**src/rtl/hwce_job_scheduler.sv**
```systemverilog
// Job scheduler for the HWCE engine: queues convolution descriptors, configures and starts the
// engine per job, supervises it with a watchdog and reports done/error events.
module hwce_job_scheduler #(
    parameter int unsigned QUEUE_DEPTH = 2,
    parameter int unsigned OG_W        = 8,
    parameter int unsigned CNT_W       = 16
) (
    input  logic             clk,
    input  logic             clear,
    input  logic             job_valid_i,
    output logic             job_ready_o,
    input  logic [OG_W-1:0]  job_n_og_i,
    input  logic [2:0]       job_filter_size_i,
    input  logic [2:0]       job_zp_i,
    input  logic [15:0]      job_linebuf_len_i,
    input  logic [CNT_W-1:0] timeout_i,
    output logic [2:0]       filter_size_o,
    output logic [2:0]       zero_padding_o,
    output logic [15:0]      linebuf_length_o,
    output logic             engine_start_o,
    output logic             engine_clear_o,
    input  logic [3:0]       fsm_state_i,
    input  logic [OG_W-1:0]  n_og_i,
    output logic             busy_o,
    output logic             done_evt_o,
    output logic             err_evt_o,
    output logic [1:0]       err_code_o,
    output logic [CNT_W-1:0] job_count_o
);

    localparam int unsigned PTR_W  = $clog2(QUEUE_DEPTH);
    localparam int unsigned DESC_W = OG_W + 22;
    localparam logic [3:0] ENG_IDLE = 4'b0000;
    localparam logic [3:0] ENG_TERM = 4'b0110;
    localparam logic [1:0] ERR_NO_START = 2'b01;
    localparam logic [1:0] ERR_OG       = 2'b10;
    localparam logic [1:0] ERR_TIMEOUT  = 2'b11;
    localparam logic [CNT_W-1:0] START_LIMIT = CNT_W'(15);
    localparam logic [PTR_W:0]   FULL_CNT    = (PTR_W+1)'(QUEUE_DEPTH);

    typedef enum logic [2:0] {
        S_IDLE, S_CFG, S_START, S_WAIT, S_RUN, S_CHK, S_DONE, S_ERR
    } state_e;

    state_e r_state, w_state_nxt;

    logic [DESC_W-1:0] r_mem [QUEUE_DEPTH];
    logic [PTR_W-1:0]  r_wr_ptr, r_rd_ptr;
    logic [PTR_W:0]    r_count;
    logic              r_rdy_en;
    logic              w_full, w_empty, w_push, w_pop;
    logic [OG_W-1:0]   w_head_og;
    logic [2:0]        w_head_fs, w_head_zp;
    logic [15:0]       w_head_len;

    logic [OG_W-1:0]  r_n_og, r_last_og, r_prev_og, w_og_last;
    logic [3:0]       r_prev_state;
    logic             r_seen_term, r_cfg_cnt;
    logic [CNT_W-1:0] r_wdog, w_wdog_inc, r_job_cnt;
    logic [2:0]       r_fs, r_zp;
    logic [15:0]      r_len;
    logic [1:0]       r_err, w_err_val;
    logic             w_err_set, w_latch, w_eng_clear, w_change, w_timeout;

    assign w_full      = (r_count == FULL_CNT);
    assign w_empty     = (r_count == '0);
    assign job_ready_o = r_rdy_en & ~w_full;
    assign w_push      = job_valid_i & job_ready_o;
    assign {w_head_og, w_head_fs, w_head_zp, w_head_len} = r_mem[r_rd_ptr];

    always_ff @(posedge clk) begin
        if (w_push) begin
            r_mem[r_wr_ptr] <= {job_n_og_i, job_filter_size_i, job_zp_i, job_linebuf_len_i};
        end
    end

    // r_rdy_en keeps ready low for one cycle after clear is released
    always_ff @(posedge clk) begin
        if (clear) begin
            r_wr_ptr <= '0;
            r_rd_ptr <= '0;
            r_count  <= '0;
            r_rdy_en <= 1'b0;
        end else begin
            r_rdy_en <= 1'b1;
            if (w_push) r_wr_ptr <= r_wr_ptr + 1'b1;
            if (w_pop)  r_rd_ptr <= r_rd_ptr + 1'b1;
            unique case ({w_push, w_pop})
                2'b10:   r_count <= r_count + 1'b1;
                2'b01:   r_count <= r_count - 1'b1;
                default: r_count <= r_count;
            endcase
        end
    end

    assign w_change   = (fsm_state_i != r_prev_state) || (n_og_i != r_prev_og);
    assign w_wdog_inc = (r_wdog == '1) ? r_wdog : r_wdog + 1'b1;
    assign w_og_last  = r_n_og - OG_W'(1);
    // r_wdog counts cycles since the engine last changed, the change cycle being cycle 0
    assign w_timeout  = (timeout_i != '0) && !w_change && (r_wdog == timeout_i);

    always_comb begin
        w_state_nxt = r_state;
        w_pop       = 1'b0;
        w_latch     = 1'b0;
        w_err_set   = 1'b0;
        w_err_val   = 2'b00;
        w_eng_clear = 1'b0;
        unique case (r_state)
            S_IDLE: begin
                if (!w_empty && fsm_state_i == ENG_IDLE) begin
                    w_pop = 1'b1;
                    if (w_head_og == '0) begin
                        w_err_set   = 1'b1;
                        w_err_val   = ERR_OG;
                        w_state_nxt = S_ERR;
                    end else begin
                        w_latch     = 1'b1;
                        w_state_nxt = S_CFG;
                    end
                end
            end
            S_CFG:   if (r_cfg_cnt) w_state_nxt = S_START;
            S_START: w_state_nxt = S_WAIT;
            S_WAIT: begin
                if (fsm_state_i != ENG_IDLE) begin
                    w_state_nxt = S_RUN;
                end else if (r_wdog == START_LIMIT) begin
                    w_err_set   = 1'b1;
                    w_err_val   = ERR_NO_START;
                    w_state_nxt = S_ERR;
                end
            end
            S_RUN: begin
                if (w_timeout) begin
                    w_eng_clear = 1'b1;
                    w_err_set   = 1'b1;
                    w_err_val   = ERR_TIMEOUT;
                    w_state_nxt = S_ERR;
                end else if (fsm_state_i == ENG_IDLE) begin
                    w_state_nxt = S_CHK;
                end
            end
            S_CHK: begin
                if (r_seen_term && r_last_og == w_og_last) begin
                    w_state_nxt = S_DONE;
                end else begin
                    w_err_set   = 1'b1;
                    w_err_val   = ERR_OG;
                    w_state_nxt = S_ERR;
                end
            end
            S_DONE:  w_state_nxt = S_IDLE;
            S_ERR:   w_state_nxt = S_IDLE;
            default: w_state_nxt = S_IDLE;
        endcase
    end

    always_ff @(posedge clk) begin
        if (clear) begin
            r_state      <= S_IDLE;
            r_cfg_cnt    <= 1'b0;
            r_wdog       <= '0;
            r_prev_state <= '0;
            r_prev_og    <= '0;
            r_last_og    <= '0;
            r_seen_term  <= 1'b0;
            r_n_og       <= '0;
            r_fs         <= '0;
            r_zp         <= '0;
            r_len        <= '0;
            r_err        <= '0;
            r_job_cnt    <= '0;
        end else begin
            r_state      <= w_state_nxt;
            r_prev_state <= fsm_state_i;
            r_prev_og    <= n_og_i;
            r_cfg_cnt    <= (r_state == S_CFG) & ~r_cfg_cnt;
            if (w_latch) begin
                r_n_og <= w_head_og;
                r_fs   <= w_head_fs;
                r_zp   <= w_head_zp;
                r_len  <= w_head_len;
            end
            if (w_err_set) begin
                r_err <= w_err_val;
            end else if (r_state == S_START) begin
                r_err <= '0;
            end
            if (r_state == S_DONE || r_state == S_ERR) r_job_cnt <= r_job_cnt + 1'b1;
            case (r_state)
                S_START: r_wdog <= '0;
                S_WAIT:  r_wdog <= (fsm_state_i != ENG_IDLE) ? CNT_W'(1) : w_wdog_inc;
                S_RUN:   r_wdog <= w_change ? CNT_W'(1) : w_wdog_inc;
                default: r_wdog <= r_wdog;
            endcase
            if (r_state == S_START) begin
                r_last_og   <= '0;
                r_seen_term <= 1'b0;
            end else if (r_state == S_RUN) begin
                r_last_og <= n_og_i;
                if (fsm_state_i == ENG_TERM) r_seen_term <= 1'b1;
            end
        end
    end

    assign filter_size_o    = r_fs;
    assign zero_padding_o   = r_zp;
    assign linebuf_length_o = r_len;
    assign engine_start_o   = (r_state == S_START);
    assign engine_clear_o   = w_eng_clear;
    assign busy_o           = (r_state != S_IDLE) || !w_empty;
    assign done_evt_o       = (r_state == S_DONE);
    assign err_evt_o        = (r_state == S_ERR);
    assign err_code_o       = r_err;
    assign job_count_o      = r_job_cnt;

endmodule

```
**config.mk**
```make
export PLATFORM = sky130hd
export DESIGN_NAME = hwce_job_scheduler
export DESIGN_NICKNAME = d
export VERILOG_FILES = /design/src/rtl/hwce_job_scheduler.sv
export SDC_FILE = /design/constraint.sdc
export NUM_CORES = 1
export LEC_CHECK = 0
export BUFFER_PORTS_ARGS = -buffer_cell sky130_fd_sc_hd__buf_2
export CAP_MARGIN = 10
export CORE_ASPECT_RATIO = 0.9
export CORE_MARGIN = 1
export CORE_UTILIZATION = 54
export CTS_CLUSTER_DIAMETER = 150
export DETAILED_ROUTE_END_ITERATION = 7
export HOLD_SLACK_MARGIN = 0.02
export PLACE_DENSITY = 0.77
export SYNTH_ARGS = -nofsm -noshare
export SYNTH_HDL_FRONTEND = slang
export SYNTH_SLANG_ARGS = --single-unit
```
**constraint.sdc**
```tcl
create_clock -name clk -period 4.52 [get_ports clk]
set_input_delay 0.904 -clock clk [delete_from_list [all_inputs] [get_ports clk]]
set_output_delay 0.904 -clock clk [all_outputs]
set_load 0.01 [all_outputs]
```
==> results.md <==
- CP required: between 3 and 4 ns
- Fmax: a little under 300 MHz
- Largest family of logic cells by synthesized area: simple AND/OR/NAND/NOR gates
- Vias in the first global route: 5289
- Wire per inst: around 17 um
- Crit path launch type: input port
- Status: complete, no violations
- First-pass GRT wire length: 24.9 mm
- Synth Area in Adders: 0.724%
- Critical path class: input port to primary output
- DRC violations left: 0
- CP arrival: about 2.5 ns
- Hold Path Class: register to register
- GR Util All Layers: between 20% and 30%
- Sequential share of the synthesized area: 53.6%
- RR Startpoint: r_n_og[0]$_SDFFE_PP0P_
- Via-per-instance ratio: around 5.8
- Synth Area in Compound Gates: 13.5%
- Hold WS: roughly 0.45 ns
- Largest net degree at the start of global routing: between 50 and 60
- Yosys top cell area share: 27.5%
- Crit path max fanout: 3
- Final critical-path required period: between 3 and 4 ns
- Post-Synth Simple-Gate Area: between 10% and 20%
- Clk Tree Root Cell: clkbuf_16
- I/O pins: about 110
- Die Width: about 120 um
- Synth top area cells: dfxtp_1 (28%), edfxtp_1 (26%), xor2_1 (5.2%)
- Area occupied by multi-input gates: 0.00299 mm^2
- Final nets: between 800 and 900
- Via count: around 5400
- Max_slew headroom: around 47%
- Inst Count DP: around 900
- Worst skew pair latency: 0.42 ns
- Initial core utilization: between 50% and 60%
- Unrepaired setup endpoints after global routing: no
- Hold buffers post-CTS: 0
- Worst Reg2Reg Path Length in Cells: 8
- Post-synth ARST share: 0%
- Total Wirelength: approximately 15 mm
- FF+latch count, synth: roughly 160
- FF-to-FF setup slack: between 2 and 2.5 ns
- Period utilization: ~76%
- Design Area, Final: around 0.0081 mm^2
- Clock Tree Buf Depth: 2
- Total congestion overflow: 0
- Syn nets: approximately 720
- Synthesized cell area: 0.00692 mm^2
- Core Footprint: between 0.01 and 0.015 mm^2
- Fin cells: between 900 and 1000
- Synth area leader: dfxtp_1
- Mean Syn Cell Area: about 11 um^2
- Clock Skews: between 0.009 and 0.01 ns
- Final setup TNS: 0 ns
- Num CTS Buffers: 17
- Crit path launch: n_og_i[4]
- Post-CTS Setup Bufs: 0
- Final worst setup slack: roughly 1.1 ns
- Crit path capture type: primary output
- Layout area overhead: 16.8%
- Die Span Y: 109 um
- Synth warnings: 0
- Slew Limit Fails: 0
- Storage cell area: 0.00370 mm^2
- GPL Wtd Cong: 0.932
- Fin. Hold Viols: 0
- Clock sinks: around 160
- XOR/XNOR share of the synthesized area: around 6.6%
- CP Capture Point: engine_clear_o
- IO Port Bufs: 106
- Full die area: ~0.013 mm^2
- Mux cell area share after synthesis: ~4.4%
- Row count: 38
- Commonest register cell after synthesis: dfxtp_1
- Dpl ws: between 1 and 1.5 ns
- Share of cells above drive strength 1: roughly 23%
- Worst R2R End: r_state[0]$_SDFFE_PP0P_
- Initial antenna violation count: 0
- DR iter-0 viols: 439
- LEAKAGE: slightly below 3 nW
- Total design power: just under 3 mW
- Drt pass-1 iters: 6
- Distinct cells, synth: 66
- Placed inst area: around 0.0075 mm^2
- Pwr/cell area: 368 mW/mm^2
- Ant diodes: 0
- Peak VDD IR: ~250 uV
- Number of fill cells: 974
- Clock Pin Slew Worst Setup and Hold Paths: 0.06 ns
- Util after Layout: ~66%
- # setup viols final: 0
- Post-Syn Instances: between 600 and 700
- Slew at the pin closest to its max-slew limit: 0.798 ns
- Hpwl dp: approximately 10 mm
- ANT nets after route: 0
- Clock H-tree levels: 4
- Max-cap violations: 0
- Post_cts resized: 0
- Post-synth EDFFs: 60
- CTS tree: done
[flip-flops by register name, indices dropped and copies added, names as in the netlist, 4 cells and up, named ones only]
signal / cells
linebuf_length_o: 16
r_prev_state: 4
job_count_o: 16
r_last_og: 8
r_wdog: 16
r_prev_og: 8
r_mem: 60
r_n_og: 8
[layout make-up]
type	instances	share of cell area, %
clock buffer	22	5.62
clock inverter	10	1.16
inverter	14	0.651
multi-input combinational	452	37.1
sequential	155	45.9
tap	160	2.48
timing repair buffer	112	7.13
[cells in the final DEF, fill, tap and decap left out, drive strengths merged, types with 4 or more instances in the layout]
cell    synthesis  routed
a311oi          5       5
a21oi          32      32
edfxtp         60      60
a41oi           4       4
nand2b          8       8
buf            16     112
a211oi         32      32
or3             7       7
xor2           41      41
ha              4       4
nor3           17      17
dfxtp          95      95
nor2           71      71
nor4           22      22
nand4          12      12
mux2i          28      28
clkbuf         19      22
a31oi           5       5
nand2          55      55
nand3          18      18
clkinv          0       6
o21ai          16      16
inv            14      15
nor2b          15      15
xnor2          11      11
and2            4       4
[per-layer routing]
metal  up-vias  track usage (%)  wire length, um
met4         0             9.70              261
li1       2582                -                -
met5         -                0                0
met3        30             7.37             1070
met1      2563             29.4             6620
met2       200             40.2             7400
[cell usage after synthesis, types with 11 or more instances]
cell type  instances
nand4_1           12
nor3_1            17
a21oi_1           32
a211oi_1          11
xnor2_1           11
nor4_1            19
inv_1             14
mux2i_1           28
nand3_1           18
dfxtp_1           95
a211oi_2          21
nand2_1           55
xor2_1            41
o21ai_0           14
nor2b_1           14
edfxtp_1          60
clkbuf_1          19
nor2_1            70
[report_power, final]
| group | total, mW | switching, mW | leakage, nW | internal (mW) |
|---|---|---|---|---|
| registers | 1.50 | 0.0162 | 1.32 | 1.49 |
| clock network | 1.32 | 0.548 | 0.262 | 0.772 |
| logic | 0.152 | 0.0929 | 1.35 | 0.0588 |
[cell families (layout without fill, tap and decap cells)]
family | Yosys count | in the layout
AO/OA/AOI/OAI | 122 | 122
XOR/XNOR | 52 | 52
adder cells (fa/ha/maj) | 4 | 4
buffers and inverters | 49 | 158
flip-flops | 155 | 155
multiplexers | 30 | 30
AND/OR/NAND/NOR | 244 | 244
[worst max-delay path, stage by stage]
cell and delay (ns):
buf_2 0.12, xor2_1 0.18, nor4_1 0.36, nand3_1 0.22
nor3_1 0.35, nand2_1 0.16, inv_1 0.09, buf_2 0.12
[worst min path at each step]
stage	from	slack, ns	cells past startpoint	end
finish	r_cfg_cnt$_SDFF_PP0_	0.45	1	r_cfg_cnt$_SDFF_PP0_
global route	r_cfg_cnt$_SDFF_PP0_	0.47	1	r_cfg_cnt$_SDFF_PP0_
CTS	r_cfg_cnt$_SDFF_PP0_	0.44	1	r_cfg_cnt$_SDFF_PP0_
detailed placement	r_cfg_cnt$_SDFF_PP0_	0.43	1	r_cfg_cnt$_SDFF_PP0_
global placement	r_cfg_cnt$_SDFF_PP0_	0.41	1	r_cfg_cnt$_SDFF_PP0_
floorplan	r_cfg_cnt$_SDFF_PP0_	0.40	1	r_cfg_cnt$_SDFF_PP0_
Power figures use the tool's default switching activity.
